[src/rtl/stopwatch_core.sv]
// Keypad-driven stopwatch: run/stop/clear control, tick prescaler and a cascaded N-digit BCD counter.
// Optional lap capture is built only when STOPWATCH_LAP_EN is defined.
module stopwatch_core #(
   parameter int unsigned CLK_HZ  = 50_000_000,
   parameter int unsigned TICK_HZ = 10,
   parameter int unsigned NDIGITS = 4,
   parameter int          WRAP    = 1,
   parameter logic [3:0]  KEY_CLR = 4'd10,
   parameter logic [3:0]  KEY_LAP = 4'd11,
   parameter logic [3:0]  KEY_RUN = 4'd12,
   parameter logic [3:0]  KEY_STOP = 4'd13
) (
   input  logic                   clk,
   input  logic                   rst_n,
   input  logic [3:0]             key_code,
   input  logic                   key_vld,
   output logic [4*NDIGITS-1:0]   digits,
   output logic                   running,
   output logic                   lap_active,
   output logic                   ovf
);

   localparam int unsigned W    = 4 * NDIGITS;
   localparam int unsigned DIV  = (CLK_HZ / TICK_HZ > 0) ? CLK_HZ / TICK_HZ : 1;
   localparam int unsigned PW   = (DIV > 1) ? $clog2(DIV) : 1;
   localparam logic [PW-1:0] TERM = PW'(DIV - 1);

`ifdef STOPWATCH_LAP_EN
   typedef enum logic [1:0] {S_IDLE, S_RUN, S_PAUSE, S_LAP} state_t;
`else
   typedef enum logic [1:0] {S_IDLE, S_RUN, S_PAUSE} state_t;
`endif

   state_t          state;
   logic [W-1:0]    count;
   logic [W-1:0]    count_inc;
   logic [PW-1:0]   presc;
   logic            live;
   logic            tick;
   logic            carry;
   logic            all_nines;
   logic            sat_hit;
   logic            key_clr;
   logic            key_lap;
   logic            key_run;
   logic            key_stop;
`ifdef STOPWATCH_LAP_EN
   logic [W-1:0]    lap_reg;
`endif

   assign key_clr  = key_vld && (key_code == KEY_CLR);
   assign key_lap  = key_vld && (key_code == KEY_LAP);
   assign key_run  = key_vld && (key_code == KEY_RUN);
   assign key_stop = key_vld && (key_code == KEY_STOP);

`ifdef STOPWATCH_LAP_EN
   assign live = (state == S_RUN) || (state == S_LAP);
`else
   assign live = (state == S_RUN);
`endif
   assign tick    = live && (presc == TERM);
   assign sat_hit = tick && all_nines && (WRAP == 0);

   // Ripple BCD increment: digit k steps only when every lower digit is 9.
   always_comb begin
      count_inc = count;
      carry     = 1'b1;
      for (int k = 0; k < NDIGITS; k++) begin
         if (carry) begin
            count_inc[4*k +: 4] = (count[4*k +: 4] == 4'd9) ? 4'd0 : count[4*k +: 4] + 4'd1;
         end
         carry = carry && (count[4*k +: 4] == 4'd9);
      end
      all_nines = carry;
   end

   // rst_n release is expected to arrive already synchronised to clk.
   always_ff @(posedge clk or negedge rst_n) begin
      if (!rst_n) begin
         state   <= S_IDLE;
         count   <= '0;
         presc   <= '0;
         ovf     <= 1'b0;
         digits  <= '0;
         running <= 1'b0;
`ifdef STOPWATCH_LAP_EN
         lap_reg    <= '0;
         lap_active <= 1'b0;
`endif
      end else begin
         if (live) begin
            presc <= tick ? '0 : presc + PW'(1);
         end

         if (tick) begin
            count <= count_inc;
            if (all_nines) begin
               ovf   <= 1'b1;
               count <= (WRAP != 0) ? count_inc : count;
            end
         end

`ifdef STOPWATCH_LAP_EN
         digits <= (state == S_LAP) ? lap_reg : count;
`else
         digits <= count;
`endif

         case (state)
            S_IDLE: begin
               if (key_run) begin
                  state   <= S_RUN;
                  running <= 1'b1;
               end
            end
            S_RUN: begin
               if (key_stop) begin
                  state   <= S_PAUSE;
                  running <= 1'b0;
`ifdef STOPWATCH_LAP_EN
               end else if (key_lap) begin
                  lap_reg    <= count;
                  state      <= S_LAP;
                  lap_active <= 1'b1;
`else
               end else if (key_lap) begin
                  // Lap capture is not built: the key leaves the stopwatch running.
                  state <= S_RUN;
`endif
               end
            end
            S_PAUSE: begin
               if (key_run) begin
                  state   <= S_RUN;
                  running <= 1'b1;
               end
            end
`ifdef STOPWATCH_LAP_EN
            S_LAP: begin
               if (key_lap) begin
                  lap_reg <= count;
               end else if (key_run) begin
                  state      <= S_RUN;
                  lap_active <= 1'b0;
               end else if (key_stop) begin
                  state      <= S_PAUSE;
                  running    <= 1'b0;
                  lap_active <= 1'b0;
               end
            end
`endif
            default: begin
               state   <= S_IDLE;
               running <= 1'b0;
            end
         endcase

         // Saturation stops the clock even if a key arrived on the same edge.
         if (sat_hit) begin
            state   <= S_PAUSE;
            running <= 1'b0;
`ifdef STOPWATCH_LAP_EN
            lap_active <= 1'b0;
`endif
         end

         // Clear overrides everything, including a tick on the same edge.
         if (key_clr) begin
            state   <= S_IDLE;
            count   <= '0;
            presc   <= '0;
            ovf     <= 1'b0;
            running <= 1'b0;
`ifdef STOPWATCH_LAP_EN
            lap_active <= 1'b0;
`endif
         end
      end
   end

`ifndef STOPWATCH_LAP_EN
   assign lap_active = 1'b0;
`endif

endmodule

[config.mk]
export PLATFORM = sky130hd
export DESIGN_NAME = stopwatch_core
export DESIGN_NICKNAME = d
export VERILOG_FILES = /design/src/rtl/stopwatch_core.sv
export SDC_FILE = /design/constraint.sdc
export NUM_CORES = 1
export LEC_CHECK = 0
export ABC_AREA = 1
export CORE_ASPECT_RATIO = 1.5
export CORE_MARGIN = 1.5
export CORE_UTILIZATION = 45
export CTS_BUF_LIST = sky130_fd_sc_hd__clkbuf_4
export CTS_CLUSTER_SIZE = 12
export DETAILED_ROUTE_END_ITERATION = 8
export GPL_ROUTABILITY_DRIVEN = 1
export PLACE_DENSITY = 0.67
export SETUP_SLACK_MARGIN = 0.1
export SKIP_CTS_REPAIR_TIMING = 1
export SLEW_MARGIN = 20
export SYNTH_ARGS = -nofsm -noshare
export SYNTH_HDL_FRONTEND = slang
export SYNTH_SLANG_ARGS = --single-unit
[constraint.sdc]
create_clock -name clk -period 1.4 [get_ports clk]
set_clock_uncertainty 0.05 [all_clocks]
set_input_delay 0.14 -clock clk [delete_from_list [all_inputs] [get_ports clk]]
set_output_delay 0.14 -clock clk [all_outputs]
set_load 0.03 [all_outputs]
==> results of run 1 <==
-- path summary, 6_finish.rpt --
kind                       cells after the start          to   startpoint
max                                            9   presc[10]     presc[0]
min                                            3   presc[11]        rst_n
max reg2reg                                    9   presc[10]     presc[0]
max in group asynchronous                      3  digits[14]        rst_n
min reg2reg                                    0  digits[13]    count[13]
min in group clk                               3    state[1]  key_code[0]
-- cell type report --
| class | count | area [µm²] |
|---|---|---|
| fill | 565 | 2286 |
| multi-input combinational | 293 | 1717 |
| sequential | 59 | 1476 |
| timing repair buffer | 97 | 885.9 |
| inverter | 50 | 187.7 |
| tap | 78 | 97.59 |
| clock inverter | 6 | 80.08 |
| clock buffer | 10 | 75.07 |
-- metal layers --
metal  global-route usage  up-vias
met5                    0        -
met4              0.09704        0
met3              0.03920       15
met2               0.3710       47
met1               0.2407     1332
li1                     -     1467
-- power breakdown --
part / leakage [nW] / switching, mW / internal (mW) / total (mW)
logic: 1.61 / 0.232 / 0.202 / 0.434
registers: 0.814 / 0.0383 / 1.76 / 1.80
clock network: 0.0815 / 0.652 / 0.730 / 1.38
-- logic make-up after synthesis --
logic type	count (synthesis)	synth area share
multiplexers	1	0.003177
buffers and inverters	58	0.07704
XOR/XNOR	18	0.05004
AND/OR/NAND/NOR	252	0.3451
flip-flops	59	0.4686
AO/OA/AOI/OAI	12	0.01906
adder cells (fa/ha/maj)	9	0.03574
other	1	0.001190
-- placed cells by master (no fill, tap or decap), types with 3 or more instances in the layout --
master           Yosys  final
nor3_2               1      4
nand2_1            114    103
nor2_1              75     55
nand3_2              2     12
ha_1                 9      8
dfrtp_1             59     59
inv_1               50     49
buf_12               0      3
clkdlybuf4s50_1      0      5
nand2_2              3     11
nand3_1             35     24
nor2_2               2     11
a21oi_1              6      6
xnor2_1              3      3
nand4_1              7      7
nor2_4               3     14
xor2_2               0      4
buf_4                4     62
xor2_1              15     11
clkbuf_2             1      3
nand2_4              1      3
clkbuf_4             0     10
buf_6                1      6
dlymetal6s2s_1       0     15
-- sequential cells by signal, indices dropped and copies added (netlist names) --
name and flops:
count 16, digits 16, ovf 1, presc 23
running 1, state 2
-- worst reg2reg max path, delay by kind of cell, from the launching register on --
| family | cells | cell delay [ns] |
|---|---|---|
| buffers and inverters | 2 | 0.25 |
| adders and majority gates | 1 | 0.21 |
| and+or+nand+nor | 6 | 0.66 |
| DFF | 1 | 0.37 |
==> results.ini, run 1 <==
[synth]
synth-warning-count=0
synth_cell_types=27
synth_seq_area_share=0.4686
synth.area.top_cells=dfrtp_1 (47%), nand2_1 (14%), nor2_1 (8.9%), inv_1 (6.0%), nand3_1 (5.6%)
synth_top_cell_by_area=dfrtp_1
synth.most_common_cell=nand2_1
syn_inst=410
synth_edf_count=0
synth_ff_type=dfrtp_1
synth-seq-cells=59
syn_nets=426
synth-async-reset-ratio=1.000
synth_top_area_frac=0.4686
synthesis.area_um2=3151
synth_area_per_cell_um2=7.684
yosys-top-cells-count=nand2_1 (114), nor2_1 (75), dfrtp_1 (59)

[floorplan]
die_w_um=71.32
die_h_um=105.5
dieArea_um2=7522
ios=26
start_util=0.4630
num_rows=37
core_um2=6805

[cells_and_area]
stdcell_area_um2=4519
stdcell_count=593
layout-drive-gt1-share=0.3029
synthToLayoutAreaGrowth_pct=43.45
diodes=0
fin_util=0.6641
fin_nets=526

[clock_tree]
worstSkewPairLatency_ns=0.41
cts_max_path_buffers=2
clock_sinks=59
numCtsBuffers=9
cts_tree=built
clk_pin_slew_ns=0.11
cts.htree.levels=3
cts_root_buffer=clkbuf_4

[global_route]
grt_max_degree=60
grt_first_pass_wirelength_mm=12.32
grt_use_total=0.2103
grt_pass1_vias=2774
grt-ovfl-total=0
antenna_found_initial=0

[route]
drc=0
top_layer_used=met4
drt-wirelength-per-cell_um=13.22
vias=2861
firstDrtPassIters=4
drtIter0Drc=174
drt_wl_total_mm=7.837
postRouteAntennaNets=0
wl_met3_um=224
vias_per_cell=4.825
wl_met2_mm=4.363
wl_met1_mm=3.076

[power_and_ir_drop]
p_leak_nw=2.502
ir_drop_mv=0.6386
power.density_nw_per_um2=800.8
p_total_mw=3.619

[critical_path]
start_kind=flip-flop
crit_slowest_cell=dfrtp_1
cp_num_buf_inv=2
critPathMostFrequentCell=nor2_4
worstPathRequired_ns=1.65
slowest_delay_ns=0.37
endpoint_kind=flip-flop
worstPathMaxFanout=7
crit_type=flip-flop to flip-flop
cp_top_family=simple AND/OR/NAND/NOR gates
cp_data_arrival_time_ns=1.88
crit_chain=ha_2 > inv_2 > nor2_4 > nand2_2 > nor2_4 > nand3_4 > nand2_8 > clkbuf_16 > nor2_4
regToRegSetupSlack_ns=-0.23

[timing]
finalCritPeriodShare=1.168
final-hold-violation-count=0
post-route-min-period_ns=1.635
hold_ws_ns=0.1952
slew_violations=0
grt_setup_unrepaired=true
max_freq_mhz=611.7
finalSetupViolCount=40
fin_setup_tns_ns=-7.457
worst_slack_ns=-0.2348

[placement]
gp_congestion=0.9364
dp.cells=570
hpwl_mm=5.303
io_buffer_count=24
dpl_worst_slack_ns=-0.3261
post_dp_cell_area_um2=3999

[run_status]
violations=setup timing
status=finished with violations

[hold_path]
hold_class=primary input to async pin

[job]
drv_cap=0

Power figures use the tool's default switching activity.
==> run 2: changes to the inputs <==
--- a/config.mk
+++ b/config.mk
@@ -13,7 +13,9 @@
 export CTS_CLUSTER_SIZE = 12
 export DETAILED_ROUTE_END_ITERATION = 8
 export GPL_ROUTABILITY_DRIVEN = 1
+export MAX_ROUTING_LAYER = met4
 export PLACE_DENSITY = 0.67
+export RECOVER_POWER = 100
 export SETUP_SLACK_MARGIN = 0.1
 export SKIP_CTS_REPAIR_TIMING = 1
 export SLEW_MARGIN = 20
==> results.ini, run 2 (same netlist as run 1, synthesis figures left out) <==
[floorplan]
die_h_um=105.5  ; unchanged
ios=26  ; unchanged
core_um2=6805  ; unchanged
start_util=0.4630  ; unchanged
num_rows=37  ; unchanged
die_w_um=71.32  ; unchanged
dieArea_um2=7522  ; unchanged

[run_status]
violations=setup timing
status=finished with violations

[cells_and_area]
largest_register_ffs=23  ; unchanged
final_cell_mix=nand2_1 (109), nor2_1 (67), dfrtp_1 (59)
synthToLayoutAreaGrowth_pct=27.16
reg_top3=presc x23, count x16, digits x16
layout_commonest_cell=nand2_1
layout-drive-gt1-share=0.2020  ; -0.1009
diodes=0  ; unchanged
fin_nets=516  ; -1.9%
top_register=presc

[clock_tree]
cts_max_path_buffers=2  ; unchanged
cts_tree=built
numCtsBuffers=9  ; unchanged
cts.htree.levels=3  ; unchanged
worstSkewPairLatency_ns=0.41  ; about the same
cts_root_buffer=clkbuf_4
clock_sinks=59  ; unchanged
clk_pin_slew_ns=0.11  ; about the same

[placement]
io_buffer_count=24  ; unchanged
gp_congestion=0.9132  ; -2.5%
hpwl_mm=5.355  ; +0.97%

[critical_path]
worstPathMaxFanout=14  ; +7
crit_type=flip-flop to flip-flop
start_kind=flip-flop
worstPathRequired_ns=1.65  ; about the same
cp_data_arrival_time_ns=1.91  ; +0.03 ns
endpoint_kind=flip-flop

[timing]
max-slew-margin-rel=0.4570
finalCritPeriodShare=1.186  ; +0.01824
post-route-min-period_ns=1.660  ; +0.02553 ns
finalSetupViolCount=40  ; unchanged
grt_setup_unrepaired=true
final-hold-violation-count=0  ; unchanged
hold_ws_ns=0.3453  ; +0.1501 ns
worstMarginPinSlew_ns=0.8146
max_freq_mhz=602.3  ; -1.5%
slew_violations=0  ; unchanged
worst_slack_ns=-0.2603  ; -0.02553 ns

[power_and_ir_drop]
ir_drop_mv=0.9086  ; +42%
p_leak_nw=2.040  ; -18%
p_total_mw=3.377  ; -6.7%
power.density_nw_per_um2=842.8  ; +5.3%

[global_route]
grt_use_total=0.2148  ; +0.004461
grt_first_pass_wirelength_mm=12.14  ; -1.4%
grt_max_degree=60  ; unchanged
antenna_found_initial=0  ; unchanged
grt-ovfl-total=0  ; unchanged
grt_pass1_vias=2775  ; +0.036%

[route]
drt_wl_total_mm=7.204  ; -8.1%
vias_per_cell=4.813  ; -0.24%
firstDrtPassIters=4  ; unchanged
drt-wirelength-per-cell_um=12.36  ; -6.5%
postRouteAntennaNets=0  ; unchanged
vias=2806  ; -1.9%
drc=0  ; unchanged
drtIter0Drc=167  ; -4.0%

[job]
drv_cap=0  ; unchanged

[hold_path]
hold_class=primary input to flip-flop

## run 2: cell count changes in the layout (fill, tap and decap cells not counted), sizes merged
cell,delta
clkdlybuf4s50,-1
bufinv,-1
clkbuf,+26
clkinv,+1
dlygate4sd3,+1
dlymetal6s2s,-15
buf,-21
## run 2: path summary, 6_finish.rpt
path                       slack [ns]   startpoint  depth (start not counted)         end
max                             -0.26     presc[0]                          9    presc[2]
min in group asynchronous        0.39        rst_n                          3   presc[13]
max reg2reg                     -0.26     presc[0]                          9    presc[2]
max in group asynchronous        0.36        rst_n                          3    count[9]
min reg2reg                      0.40    count[13]                          0  digits[13]
min                              0.35  key_code[0]                          3    state[1]
## run 2: layout make-up
type | count | area (µm²)
well taps | 78 | 97.59
clock buffers | 10 | 75.07
flip-flops and latches | 59 | 1476
inverters | 50 | 187.7
multi-input cells | 293 | 1528
clock inverters | 6 | 56.30
repair buffers | 87 | 585.6
fillers | 636 | 2799
## run 2: routing by layer
metal	vias to the layer above	track usage	wire length [µm]	part of all wire
li1	1446	-	-	-
met1	1301	0.2335	2994	0.42
met2	42	0.3644	3789	0.53
met3	17	0.04207	178	0.025
met4	0	0.1132	241	0.033
met5	-	-	0	0
## run 2: critical path, cell delays in order, from the launching register on
cell and delay [ns]:
dfrtp_1 0.41, ha_4 0.16, inv_2 0.05, nor2_4 0.15, nand2_2 0.10, nor2_4 0.15, nand3_4 0.11, nand2_4 0.08
buf_4 0.21, nor3_1 0.08
## run 2: report_power, final
group	switching [mW]	internal, mW
clock	0.643	0.549
sequential	0.0453	1.76
combinational	0.210	0.164
## run 2: stage by stage
stage	instances	util	cell area (µm²)	TNS, ns	worst slack [ns]
2_1_floorplan	410	-	3191	-0.4500	-0.06754
3_3_place_gp	565	0.5803	3949	-8.991	-0.3399
3_5_place_dp	565	0.5803	3949	-10.15	-0.3486
4_1_cts	581	0.5996	4080	-13.29	-0.3113
5_1_grt	583	0.5887	4006	-12.32	-0.3640
6_report	583	0.5887	4006	-8.502	-0.2603
